**src/rtl/muldiv_unit.sv**
```systemverilog
// Multi-cycle multiply/divide engine for the EX stage; returns {hi, lo} with a one-cycle done pulse.
// Optional MULDIV_FAST_MUL_EN: single-cycle multiplier for MULT/MULTU (divide is unchanged).
module muldiv_unit (
  input  logic        clk,
  input  logic        rst,
  input  logic [4:0]  alucontrol,
  input  logic        start,
  input  logic        flush,
  input  logic [31:0] a,
  input  logic [31:0] b,
  output logic        stall,
  output logic        done,
  output logic [31:0] hi,
  output logic [31:0] lo,
  output logic [1:0]  state_dbg
);

  localparam logic [4:0] MULT_CONTROL  = 5'b10000;
  localparam logic [4:0] MULTU_CONTROL = 5'b10001;
  localparam logic [4:0] DIV_CONTROL   = 5'b10010;
  localparam logic [4:0] DIVU_CONTROL  = 5'b10011;

  typedef enum logic [1:0] {IDLE = 2'd0, MUL_RUN = 2'd1, DIV_RUN = 2'd2, DONE = 2'd3} state_t;

  state_t      state;
  logic [4:0]  cnt;
  logic [63:0] acc;
  logic [63:0] mcand;
  logic [31:0] mplier;
  logic [31:0] rem;
  logic [31:0] quo;
  logic [31:0] divisor;
  logic        neg_res;
  logic        neg_rem;

  logic        is_mul;
  logic        is_div;
  logic        op_signed;
  logic        accept;
  logic [31:0] abs_a;
  logic [31:0] abs_b;
  logic [63:0] acc_next;
  logic [63:0] mul_final;
  logic [32:0] rem_shift;
  logic [32:0] diff;
  logic        ge;
  logic [31:0] rem_new;
  logic [31:0] quo_new;
  logic [31:0] quo_final;
  logic [31:0] rem_final;
`ifdef MULDIV_FAST_MUL_EN
  logic [63:0] fast_prod;
  logic [63:0] fast_result;
`endif

  // Handshake: an op is taken when start=1, flush=0, state IDLE and the code is a mul/div
  // code; stall then stays high until the cycle before done, which pulses for exactly one cycle.
  always_comb begin
    is_mul    = (alucontrol == MULT_CONTROL) || (alucontrol == MULTU_CONTROL);
    is_div    = (alucontrol == DIV_CONTROL)  || (alucontrol == DIVU_CONTROL);
    op_signed = (alucontrol == MULT_CONTROL) || (alucontrol == DIV_CONTROL);
    accept    = start && !flush && (state == IDLE) && (is_mul || is_div);
    abs_a     = (op_signed && a[31]) ? (~a + 32'd1) : a;
    abs_b     = (op_signed && b[31]) ? (~b + 32'd1) : b;
    stall     = accept || (state == MUL_RUN) || (state == DIV_RUN);
    state_dbg = state;
  end

  always_comb begin
    acc_next  = acc + (mplier[0] ? mcand : 64'd0);
    mul_final = neg_res ? (~acc_next + 64'd1) : acc_next;
  end

  // Restoring step: shift in the next dividend bit, keep the difference only when non-negative.
  always_comb begin
    rem_shift = {rem, quo[31]};
    diff      = rem_shift - {1'b0, divisor};
    ge        = !diff[32];
    rem_new   = ge ? diff[31:0] : rem_shift[31:0];
    quo_new   = {quo[30:0], ge};
    quo_final = neg_res ? (~quo_new + 32'd1) : quo_new;
    rem_final = neg_rem ? (~rem_new + 32'd1) : rem_new;
  end

`ifdef MULDIV_FAST_MUL_EN
  always_comb begin
    fast_prod   = {32'd0, abs_a} * {32'd0, abs_b};
    fast_result = (op_signed && (a[31] ^ b[31])) ? (~fast_prod + 64'd1) : fast_prod;
  end
`endif

  always_ff @(posedge clk or posedge rst) begin
    if (rst) begin
      state   <= IDLE;
      cnt     <= 5'd0;
      done    <= 1'b0;
      hi      <= 32'd0;
      lo      <= 32'd0;
      acc     <= 64'd0;
      mcand   <= 64'd0;
      mplier  <= 32'd0;
      rem     <= 32'd0;
      quo     <= 32'd0;
      divisor <= 32'd0;
      neg_res <= 1'b0;
      neg_rem <= 1'b0;
    end else begin
      done <= 1'b0;
      if (flush) begin
        state <= IDLE;
        cnt   <= 5'd0;
      end else begin
        case (state)
          IDLE: begin
            if (accept) begin
              neg_res <= op_signed && (a[31] ^ b[31]);
              neg_rem <= op_signed && a[31];
              cnt     <= 5'd0;
              if (is_mul) begin
`ifdef MULDIV_FAST_MUL_EN
                state    <= DONE;
                done     <= 1'b1;
                {hi, lo} <= fast_result;
`else
                acc    <= 64'd0;
                mcand  <= {32'd0, abs_a};
                mplier <= abs_b;
                state  <= MUL_RUN;
`endif
              end else if (b == 32'd0) begin
                state <= DONE;
                done  <= 1'b1;
                hi    <= a;
                lo    <= 32'hFFFF_FFFF;
              end else begin
                rem     <= 32'd0;
                quo     <= abs_a;
                divisor <= abs_b;
                state   <= DIV_RUN;
              end
            end
          end
          MUL_RUN: begin
            acc    <= acc_next;
            mcand  <= mcand << 1;
            mplier <= mplier >> 1;
            cnt    <= cnt + 5'd1;
            if (cnt == 5'd31) begin
              state    <= DONE;
              done     <= 1'b1;
              {hi, lo} <= mul_final;
            end
          end
          DIV_RUN: begin
            rem <= rem_new;
            quo <= quo_new;
            cnt <= cnt + 5'd1;
            if (cnt == 5'd31) begin
              state <= DONE;
              done  <= 1'b1;
              hi    <= rem_final;
              lo    <= quo_final;
            end
          end
          default: state <= IDLE;
        endcase
      end
    end
  end

endmodule
```
**config.mk**
```make
export PLATFORM = sky130hd
export DESIGN_NAME = muldiv_unit
export DESIGN_NICKNAME = d
export VERILOG_FILES = /design/src/rtl/muldiv_unit.sv
export SDC_FILE = /design/constraint.sdc
export NUM_CORES = 1
export LEC_CHECK = 0
export CAP_MARGIN = 5
export CORE_AREA = 2 2 233 235
export CTS_CLUSTER_SIZE = 8
export DETAILED_ROUTE_END_ITERATION = 7
export DIE_AREA = 0 0 235 237
export GPL_TIMING_DRIVEN = 0
export PLACE_DENSITY = 0.68
export SLEW_MARGIN = 20
export SYNTH_ARGS = -nofsm -noshare
export SYNTH_HDL_FRONTEND = slang
export SYNTH_SLANG_ARGS = --single-unit
```
**constraint.sdc**
```tcl
create_clock -name clk -period 13.5 [get_ports clk]
set_clock_uncertainty 0.05 [all_clocks]
set_input_delay 2.7 -clock clk [delete_from_list [all_inputs] [get_ports clk]]
set_output_delay 2.7 -clock clk [all_outputs]
set_load 0.05 [all_outputs]
```
-- Word-level counts from Yosys, hierarchy flattened
Index checks and enable logic that the tools add are counted.
- bits in registers: 330
- output and inout port bits: 68
- logic and storage cells: 125
- add/subtract/negate cells: 8
- multiplexer cells: 51
- reduce and logical (&&, ||, !) cells: 28
- bitwise logic cells: 9
- eq/ne operators: 16
- operators with widths (kind ; count):
    32-bit two-way mux ; 23
    64-bit two-way mux ; 6
    64-bit one-hot mux with 2 select lines ; 2
    32-bit one-hot mux with 2 select lines ; 3
    32-bit one-hot mux with 3 select lines ; 2
    32-bit by 1-bit adder with 32-bit output, second input constant ; 4
    32-bit NOT ; 4
    64-bit by 1-bit adder with 64-bit output, second input constant ; 1
    64-bit adder ; 1
    64-bit NOT ; 1
    33-bit by 32-bit subtractor with 33-bit output ; 1
    32-bit logical NOT ; 1
    5-bit == test, second input constant ; 5
    5-bit two-way mux ; 2
    5-bit one-hot mux with 2 select lines ; 1
    5-bit AND reduction ; 2
    2-bit two-way mux ; 4
    2-bit != test, second input constant ; 4
    7-bit AND reduction ; 1
    1-bit logical AND ; 6
    1-bit logical OR ; 6
    1-bit two-way mux ; 6
    2-bit by 1-bit != test with 1-bit output, second input constant ; 3
    3-bit nonzero test ; 2
    16 further kinds ; 21

-- Depth between registers and ports, before layout
Gate-level depths: netlist (run 1).
- depth in word-level cells: 8
- depth in mapped cells: 26
- gate-level depth less buffers: 23

-- Worst setup path before layout (run 1)
OpenSTA, ideal clock, no wires.
- kind: input to output
- from: input port alucontrol[3]
- to: output port stall
- data arrival time: 3712 ps
- path slack: 7038 ps
- cell stages on the path: 5
- buffers on the path: 1
- required time: 10750 ps
- cell sequence: nor2_1 > nand2_1 > or3_1 > clkbuf_1 > nand2_1
- word-level cells in the longest chain between the ends: 6
- RTL lines (what ; line ; RTL):
    from (decl) ; 6 ; input logic [4:0] alucontrol,
    5-bit == test (on tied branches) ; 59, 60 ;
    1-bit logical OR (on tied branches) ; 59, 60 ;
    1-bit logical OR * ; 62 ; accept = start && !flush && (state == IDLE) && (is_mul || is_div);
    1-bit logical AND * ; 62 ;
    1-bit logical OR * (2 in series) ; 65 ; stall = accept || (state == MUL_RUN) || (state == DIV_RUN);
    to (decl) ; 11 ; output logic stall,
Mark *: on every way between the ends. The rest lies on a longest branch, timed or not.

-- Final worst setup path (run 1)
- from: register quo[31]
- to: register hi[24]
- word-level cells in the longest chain between the ends: 7
- RTL lines (what ; line ; RTL):
    from (decl) ; 31 ; logic [31:0] quo;
    from (signal assigned) ; 137 ; quo <= abs_a;
    from (signal assigned) ; 156 ; quo <= quo_new;
    33-bit by 32-bit subtractor with 33-bit output ; 77 ; diff = rem_shift - {1'b0, divisor};
    32-bit two-way mux * ; 79 ; rem_new = ge ? diff[31:0] : rem_shift[31:0];
    32-bit NOT ; 82 ; rem_final = neg_rem ? (~rem_new + 32'd1) : rem_new;
    32-bit by 1-bit adder with 32-bit output ; 82 ;
    32-bit two-way mux * ; 82 ;
    32-bit two-way mux * ; 158 ; if (cnt == 5'd31) begin
    32-bit one-hot mux with 3 select lines * ; 113 ; case (state)
    to (signal assigned) ; 151 ; {hi, lo} <= mul_final;
    to (signal assigned) ; 161 ; hi <= rem_final;
    to (decl) ; 13 ; output logic [31:0] hi,
Mark *: on every way between the ends. The rest lies on a longest branch, timed or not. The select of a mux whose other input is x is not followed.
A chain may end at the register's enable or synchronous reset.

==> results of run 1 <==
[layout make-up]
class	instances	share of cell area
clock inverter	3	0.00184
multi-input combinational	2793	0.564
timing repair buffer	144	0.0499
tap	696	0.0291
inverter	70	0.00902
clock buffer	51	0.0405
buffer	223	0.0297
antenna	2	0.000167
sequential	330	0.276
[worst max path at each step]
stage	to	depth (start not counted)	startpoint	slack, ps
after floorplan	acc[0]	1	rst	1610
after global placement	mcand[7]	2	rst	-3070
after detailed placement	hi[13]	13	b[3]	5510
after CTS	hi[24]	25	quo[31]	5500
after global routing	hi[24]	25	quo[31]	5070
final	hi[24]	25	quo[31]	5160
[cell families after synthesis]
logic type               share of synthesized area
buffers and inverters                       0.0437
flip-flops                                   0.314
AND/OR/NAND/NOR                              0.234
multiplexers                                0.0189
XOR/XNOR                                    0.0736
adder cells (fa/ha/maj)                     0.0520
AO/OA/AOI/OAI                                0.264
[power by group through the flow]
stage	logic (mW)	registers (mW)	clock network, mW
3_3_place_gp	3.87	1.60	0
2_1_floorplan	2.37	1.80	0
3_5_place_dp	3.89	1.60	0
5_1_grt	4.30	1.64	1.14
6_report	4.06	1.62	1.11
4_1_cts	3.92	1.59	1.11
[sequential cells by signal (all words and copies together) (netlist names)]
signal	flops
lo	32
done	1
acc	64
mplier	32
cnt	5
hi	32
neg_res	1
state_dbg	2
rem	32
divisor	32
mcand	64
neg_rem	1
quo	32
[through the flow]
stage                     utilization  cells  area, sq um
after global placement          0.536   4252        28600
after CTS                       0.562   4310        29900
final                           0.562   4312        29900
after global routing            0.562   4312        29900
after detailed placement        0.538   4256        28700
after floorplan                     -   3416        26300
[cell usage in the layout (no fill, tap or decap), types with 12 or more instances in the layout]
| master | synthesis | final |
|---|---|---|
| and2_1 | 94 | 94 |
| nand3_1 | 82 | 82 |
| a211oi_1 | 16 | 16 |
| a21o_1 | 45 | 45 |
| clkbuf_1 | 185 | 187 |
| o31ai_1 | 63 | 63 |
| nand2b_1 | 19 | 19 |
| nor4_1 | 29 | 29 |
| mux2i_1 | 43 | 43 |
| o41ai_1 | 19 | 19 |
| o21ai_0 | 353 | 352 |
| or4_1 | 21 | 21 |
| o211ai_1 | 31 | 31 |
| ha_1 | 106 | 106 |
| or3_1 | 40 | 40 |
| buf_1 | 20 | 20 |
| and3_1 | 24 | 24 |
| or2_2 | 12 | 12 |
| nor3_1 | 77 | 77 |
| clkbuf_16 | 0 | 48 |
| a21oi_1 | 288 | 287 |
| nor2_1 | 290 | 290 |
| xor2_1 | 89 | 89 |
| nor2b_1 | 13 | 13 |
| a22o_1 | 31 | 31 |
| clkdlybuf4s50_1 | 0 | 140 |
| buf_2 | 13 | 13 |
| nand4_1 | 56 | 56 |
| and4_1 | 12 | 12 |
| a21boi_0 | 14 | 14 |
| inv_1 | 66 | 65 |
| nand2_1 | 512 | 512 |
| a31oi_1 | 36 | 36 |
| o21a_1 | 27 | 27 |
| dfrtp_1 | 330 | 330 |
| a22oi_1 | 12 | 12 |
| a221oi_1 | 38 | 38 |
| xnor2_1 | 132 | 132 |
[per-layer routing]
layer,wire (um),vias to the layer above
li1,-,12700
met1,43600,13200
met2,43800,1567
met3,12300,309
met4,5540,2
met5,13,-
[worst max-delay path: cells and delay by family, from the launching register on]
| kind | cells | cell delay, ps |
|---|---|---|
| DFF | 1 | 390 |
| xor gates and xnor gates | 1 | 150 |
| AOI/OAI and AO/OA | 9 | 3480 |
| adders and majority gates | 3 | 890 |
| and+or+nand+nor | 4 | 730 |
| buffers and inverters | 7 | 2190 |
| muxes | 1 | 270 |
==> metrics.csv, run 1 <==
stage,metric,value,unit
hold_path,HP Class,reg -> reg,
power_and_ir_drop,Sequential Power Share,0.238,
synthesis,"count leader, synth",nand2_1,
timing,max_slew headroom,0.165,
detailed_routing,Vias/cell,6.46,
global_routing,largest net degree at the start of global routing,103,
worst_setup_path,r2r startpoint,quo[31],
clock_network,clk_lat worst skew,620,ps
detailed_routing,Final ANT Viol Nets,0,
timing,"Setup violations, final",0,
synthesis,share of the synthesized area in the top cell type,0.314,
power_and_ir_drop,total chip power,6.78,mW
power_and_ir_drop,switching share of total power,0.525,
detailed_routing,Initial DRT Pass Iterations,8,
synthesis,synthesized net count,3597,
die,Chip Height,237,um
global_routing,GRT Total Usage,0.370,
global_routing,GRT met2 Usage,0.546,
clock_network,CTS root buf,clkbuf_16,
synthesis,"FFs w/ async S/R, synth",1.00,
worst_setup_path,worst r2r dst,hi[24],
worst_setup_path,worst path arrival time,8740,ps
synthesis,Yosys cell types,93,
worst_setup_path,cell mode on critical path,inv_1,
power_and_ir_drop,worst vdd ir,134,uV
die,full die area,0.0557,sq mm
cells_and_area,fraction of layout cells with a size suffix above 1,0.0318,
power_and_ir_drop,P_int,3.22,mW
clock_network,Post-CTS Resized,0,
detailed_routing,Total Wirelength,105000,um
global_routing,global-route wire length before repair,159000,um
cells_and_area,P&R area growth vs syn,13.9,%
detailed_routing,DR DRC count,1,
cells_and_area,Filler cells,5114,
clock_network,CTS tree,done,
clock_network,setup bufs post-CTS,0,
synthesis,"top cells by count, synth","nand2_1 (512), o21ai_0 (353), dfrtp_1 (330), nor2_1 (290), a21oi_1 (288)",
run,max_cap viols,0,
worst_setup_path,WP data required,13890,ps
synthesis,Post-Syn Area,0.0263,sq mm
synthesis,Syn Inst Count,3416,
die,Starting Density,0.494,
power_and_ir_drop,Power per Cell Area,226,mW/mm^2
synthesis,synthesized area per cell,7.70,sq um
global_routing,GR Util met1,0.513,
synthesis,Synth warnings,0,
clock_network,CTS Buf Count,47,
hold_path,WHS Path Cells,2,
hold_path,min-delay src,divisor[24],
detailed_routing,WL/cell,24.4,um
power_and_ir_drop,NetSw,3.56,mW
die,Core ar.,0.0533,sq mm
worst_setup_path,Reg2Reg Depth,25,
global_routing,GR Overflow Total,0,
worst_setup_path,startpoint types,register,
worst_setup_path,CP Max Fanout,10,
timing,fmax,120,MHz
placement,"worst slack, placed",5510,ps
placement,HPWL Detailed,82200,um
die,num rows,85,
cells_and_area,Multi-input gate area,0.0169,sq mm
placement,Final Wtd Congestion,1.02,
worst_setup_path,crit end category,register,
clock_network,clk sinks,330,
detailed_routing,DR vias,27900,
cells_and_area,layout net count,3790,
timing,worst hold margin,424,ps
timing,Final Max Tran Viols,0,
synthesis,"FF+latch count, synth",330,
timing,setup ws final,5160,ps
power_and_ir_drop,Leak,12.7,nW
clock_network,CTS Hold Buffers Added,0,
clock_network,"Reg clk slew, reported paths",60,ps
timing,setup TNS,0,ps
synthesis,Synth area leader,dfrtp_1,
die,Die X,235,um
synthesis,ranking of synthesized cells by area,"dfrtp_1 (31%), nand2_1 (7.3%), o21ai_0 (6.7%)",
worst_setup_path,R2R setup slack,5160,ps
global_routing,GRT busiest layer,met2,
run_status,status,"finished, violations left",
hold_path,WHS Endpoint,divisor[24],
synthesis,sequential area share after synthesis,0.314,
power_and_ir_drop,combinational share of power,0.598,
global_routing,GRT met3 Usage,0.0866,
run_status,failing checks,design-rule violations,
clock_network,H-tree levels,2,
timing,Least-Margin Pin Slew,1250,ps
clock_network,CTS max path bufs,3,
timing,Final Cycle Share,0.618,
die,I/O pin total,141,
worst_setup_path,Worst path slowest cell,a221oi_1,
cells_and_area,area occupied by registers,0.00826,sq mm
global_routing,number of global-route vias before repair,26100,
power_and_ir_drop,clock network fraction of design power,0.163,
timing,fin crit period,8340,ps
synthesis,Post-synth EDFFs,0,
global_routing,initial antenna violation count,2,
timing,Final Hold Viols,0,
timing,unrepaired setup endpoints after global routing,false,
synthesis,Post-synth top flop,dfrtp_1,
placement,Buffers on Ports,140,
worst_setup_path,max incr delay on CP,760,ps
detailed_routing,drt first-iter violations,3596,
worst_setup_path,Setup CP Type,reg -> reg,
No activity file was read; power rests on OpenSTA's default activity.
==> run 2: changes to the inputs <==
--- a/config.mk
+++ b/config.mk
@@ -11,7 +11,7 @@
 export DETAILED_ROUTE_END_ITERATION = 7
 export DIE_AREA = 0 0 235 237
 export GPL_TIMING_DRIVEN = 0
-export PLACE_DENSITY = 0.68
+export PLACE_DENSITY = 0.71
 export SLEW_MARGIN = 20
 export SYNTH_ARGS = -nofsm -noshare
 export SYNTH_HDL_FRONTEND = slang
==> constraint.sdc (replaced) <==
create_clock -name clk -period 7.1 [get_ports clk]
set_clock_uncertainty 0.05 [all_clocks]
set_input_delay 1.42 -clock clk [delete_from_list [all_inputs] [get_ports clk]]
set_output_delay 1.42 -clock clk [all_outputs]
set_load 0.05 [all_outputs]
==> run 2 against run 1 <==
Compared with the run above:
- sequential share of layout area is 0.22 points lower
- critical path type unchanged
- the flow now finishes without violations
- register-to-register slack worse by 5100 ps
- critical path depth is 8 lower
- power is 90% higher
- die area stayed put
- wire length is 0.35% lower
==> metrics.csv, run 2 (synthesis results as in run 1) <==
stage,metric,value,unit,change
run_status,status,finished clean,,
worst_setup_path,Reg2Reg Depth,17,,-32%
timing,Final Hold Viols,0,,unchanged
timing,"Setup violations, final",0,,unchanged
detailed_routing,Vias/cell,6.53,,+1.1%
run,max_cap viols,0,,unchanged
detailed_routing,drt first-iter violations,3380,,-6.0%
worst_setup_path,Worst path slowest cell,a221oi_1,,
cells_and_area,Final Instance Area,0.0302,sq mm,+0.81%
worst_setup_path,crit end category,register,,
clock_network,H-tree levels,2,,unchanged
die,Die X,235,um,unchanged
timing,fin crit period,7060,ps,-1290 ps
die,I/O pin total,141,,unchanged
cells_and_area,P&R area growth vs syn,14.8,%,
global_routing,initial antenna violation count,5,,+3
die,full die area,0.0557,sq mm,unchanged
timing,Final Max Tran Viols,0,,unchanged
placement,Buffers on Ports,140,,unchanged
global_routing,GR Overflow Total,0,,unchanged
timing,Least-Margin Pin Slew,1040,ps,-212 ps
clock_network,CTS Buf Count,48,,+2.1%
power_and_ir_drop,Power per Cell Area,427,mW/mm^2,+89%
cells_and_area,Largest regs,"acc: 64 flops, mcand: 64 flops",,
clock_network,clk sinks,330,,unchanged
placement,Final Wtd Congestion,1.03,,+0.65%
worst_setup_path,startpoint types,register,,
global_routing,GRT met2 Usage,0.546,,+0.000891
detailed_routing,Initial DRT Pass Iterations,6,,-2
global_routing,GRT Total Usage,0.366,,-0.00449
global_routing,global-route wire length before repair,158000,um,-1.1%
cells_and_area,"most common cell after layout, fill and taps aside",nand2_1,,
worst_setup_path,max incr delay on CP,830,ps,+70 ps
clock_network,CTS Hold Buffers Added,0,,unchanged
worst_setup_path,Setup CP Type,reg -> reg,,
worst_setup_path,cell family with most CP delay,compound AO/OA/AOI/OAI gates,,
timing,fmax,142,MHz,+18%
worst_setup_path,WP data required,7490,ps,-6400 ps
worst_setup_path,Buf/Inv on CP,3,,-4
die,Starting Density,0.494,,unchanged
cells_and_area,highest-count cells in the layout ignoring fill and taps,"nand2_1 (512), o21ai_0 (351), dfrtp_1 (330)",,
worst_setup_path,critical-path cell list,clkbuf_1 > and2_1 > ha_1 > clkbuf_1 > a21oi_1 > o21ai_0 > a21oi_1 > a211oi_1 > or4_1 > a222oi_1 > nand4_1 > nor3_1 > buf_2 > a41oi_1 > xnor2_1 > a221oi_1 > nor3_1,,
power_and_ir_drop,worst vdd ir,359,uV,+170%
hold_path,min-delay src,divisor[13],,
detailed_routing,DR DRC count,0,,-1
detailed_routing,DR vias,28200,,+1.4%
worst_setup_path,r2r startpoint,mplier[0],,
worst_setup_path,CP startpoint,mplier[0],,
die,Core ar.,0.0533,sq mm,unchanged
clock_network,CTS tree,done,,
clock_network,CTS root buf,clkbuf_16,,
cells_and_area,fraction of layout cells with a size suffix above 1,0.0380,,+0.00623
worst_setup_path,worst path arrival time,7450,ps,-1290 ps
power_and_ir_drop,Leak,12.8,nW,+0.91%
die,Chip Height,237,um,unchanged
placement,Placed Area,0.0288,sq mm,+0.59%
power_and_ir_drop,total chip power,12.9,mW,+90%
global_routing,number of global-route vias before repair,26000,,-0.57%
hold_path,HP Class,reg -> reg,,
timing,setup TNS,0,ps,unchanged
die,num rows,85,,unchanged
global_routing,GR Util met1,0.505,,-0.00833
worst_setup_path,WP depth,17,,-32%
clock_network,clk_lat worst skew,610,ps,about the same
global_routing,largest net degree at the start of global routing,33,,-68%
clock_network,CTS max path bufs,3,,unchanged
clock_network,"Reg clk slew, reported paths",50,ps,about the same
hold_path,WHS Path Cells,2,,unchanged
timing,Final Cycle Share,0.994,,+0.376
detailed_routing,Total Wirelength,105000,um,-0.35%
placement,HPWL Detailed,82700,um,+0.60%
detailed_routing,WL/cell,24.3,um,-0.62%
cells_and_area,layout net count,3799,,+0.24%
timing,unrepaired setup endpoints after global routing,false,,
detailed_routing,Final ANT Viol Nets,0,,unchanged
global_routing,GRT busiest layer,met2,,
global_routing,GRT met3 Usage,0.0855,,-0.00117
timing,max_slew headroom,0.299,,+0.134
cells_and_area,Post-Route Utilization,0.567,,+0.00456
worst_setup_path,CP Max Fanout,11,,+1
==> run 2: what timing repair did <==
| action | CTS | global route |
|---|---|---|
| pin swaps | 1 | 1 |
| buffers inserted | 0 | 1 |
| resized for setup | 5 | 8 |
| setup endpoints to repair | 16 | 13 |
==> run 2: worst register-to-register path, cell delays in order, from the launching register on <==
cell	delay [ps]
dfrtp_1	750
clkbuf_1	390
and2_1	340
ha_1	300
clkbuf_1	220
a21oi_1	270
o21ai_0	260
a21oi_1	460
a211oi_1	280
or4_1	590
a222oi_1	590
nand4_1	320
nor3_1	420
buf_2	300
a41oi_1	160
xnor2_1	230
a221oi_1	830
nor3_1	160
==> run 2: cell type report <==
cell class                 count  area [sq um]
antenna                        1          2.50
timing repair buffer         154          1680
buffer                       221           888
clock inverter                 5          55.1
fill                        5075         23100
inverter                      70           267
sequential                   330          8260
multi-input combinational   2793         16900
tap                          696           871
clock buffer                  54          1240
==> run 2: stage by stage <==
| step | hold slack, ps | setup slack, ps | instances |
|---|---|---|---|
| global route | 450 | 36.6 | 4323 |
| floorplan | 389 | 1220 | 3416 |
| CTS | 425 | 74.3 | 4324 |
| finish | 428 | 43.5 | 4324 |
| detailed placement | 414 | -735 | 4265 |
| global placement | 400 | -1370 | 4252 |
==> run 2: worst paths after layout <==
path | slack (ps) | end
setup reg to reg | 40 | hi[13]
setup / recovery | 40 | hi[13]
max in group asynchronous | 4500 | mcand[4]
hold / removal | 430 | divisor[13]
min in group asynchronous | 1110 | acc[36]
hold reg to reg | 430 | divisor[13]
==> run 2: routing by layer <==
layer / wire length (um) / vias to the layer above
met3: 12100 / 304
met1: 43500 / 13500
li1: - / 12800
met2: 44100 / 1654
met5: 49 / -
met4: 5200 / 8
==> run 2: power by group <==
part           leakage, nW  internal [mW]  switching (mW)  total (mW)
clock                0.640           1.22           0.900        2.12
combinational         7.90           2.53            5.16        7.69
sequential            4.29           2.42           0.660        3.08
total                 12.8           6.17            6.73        12.9
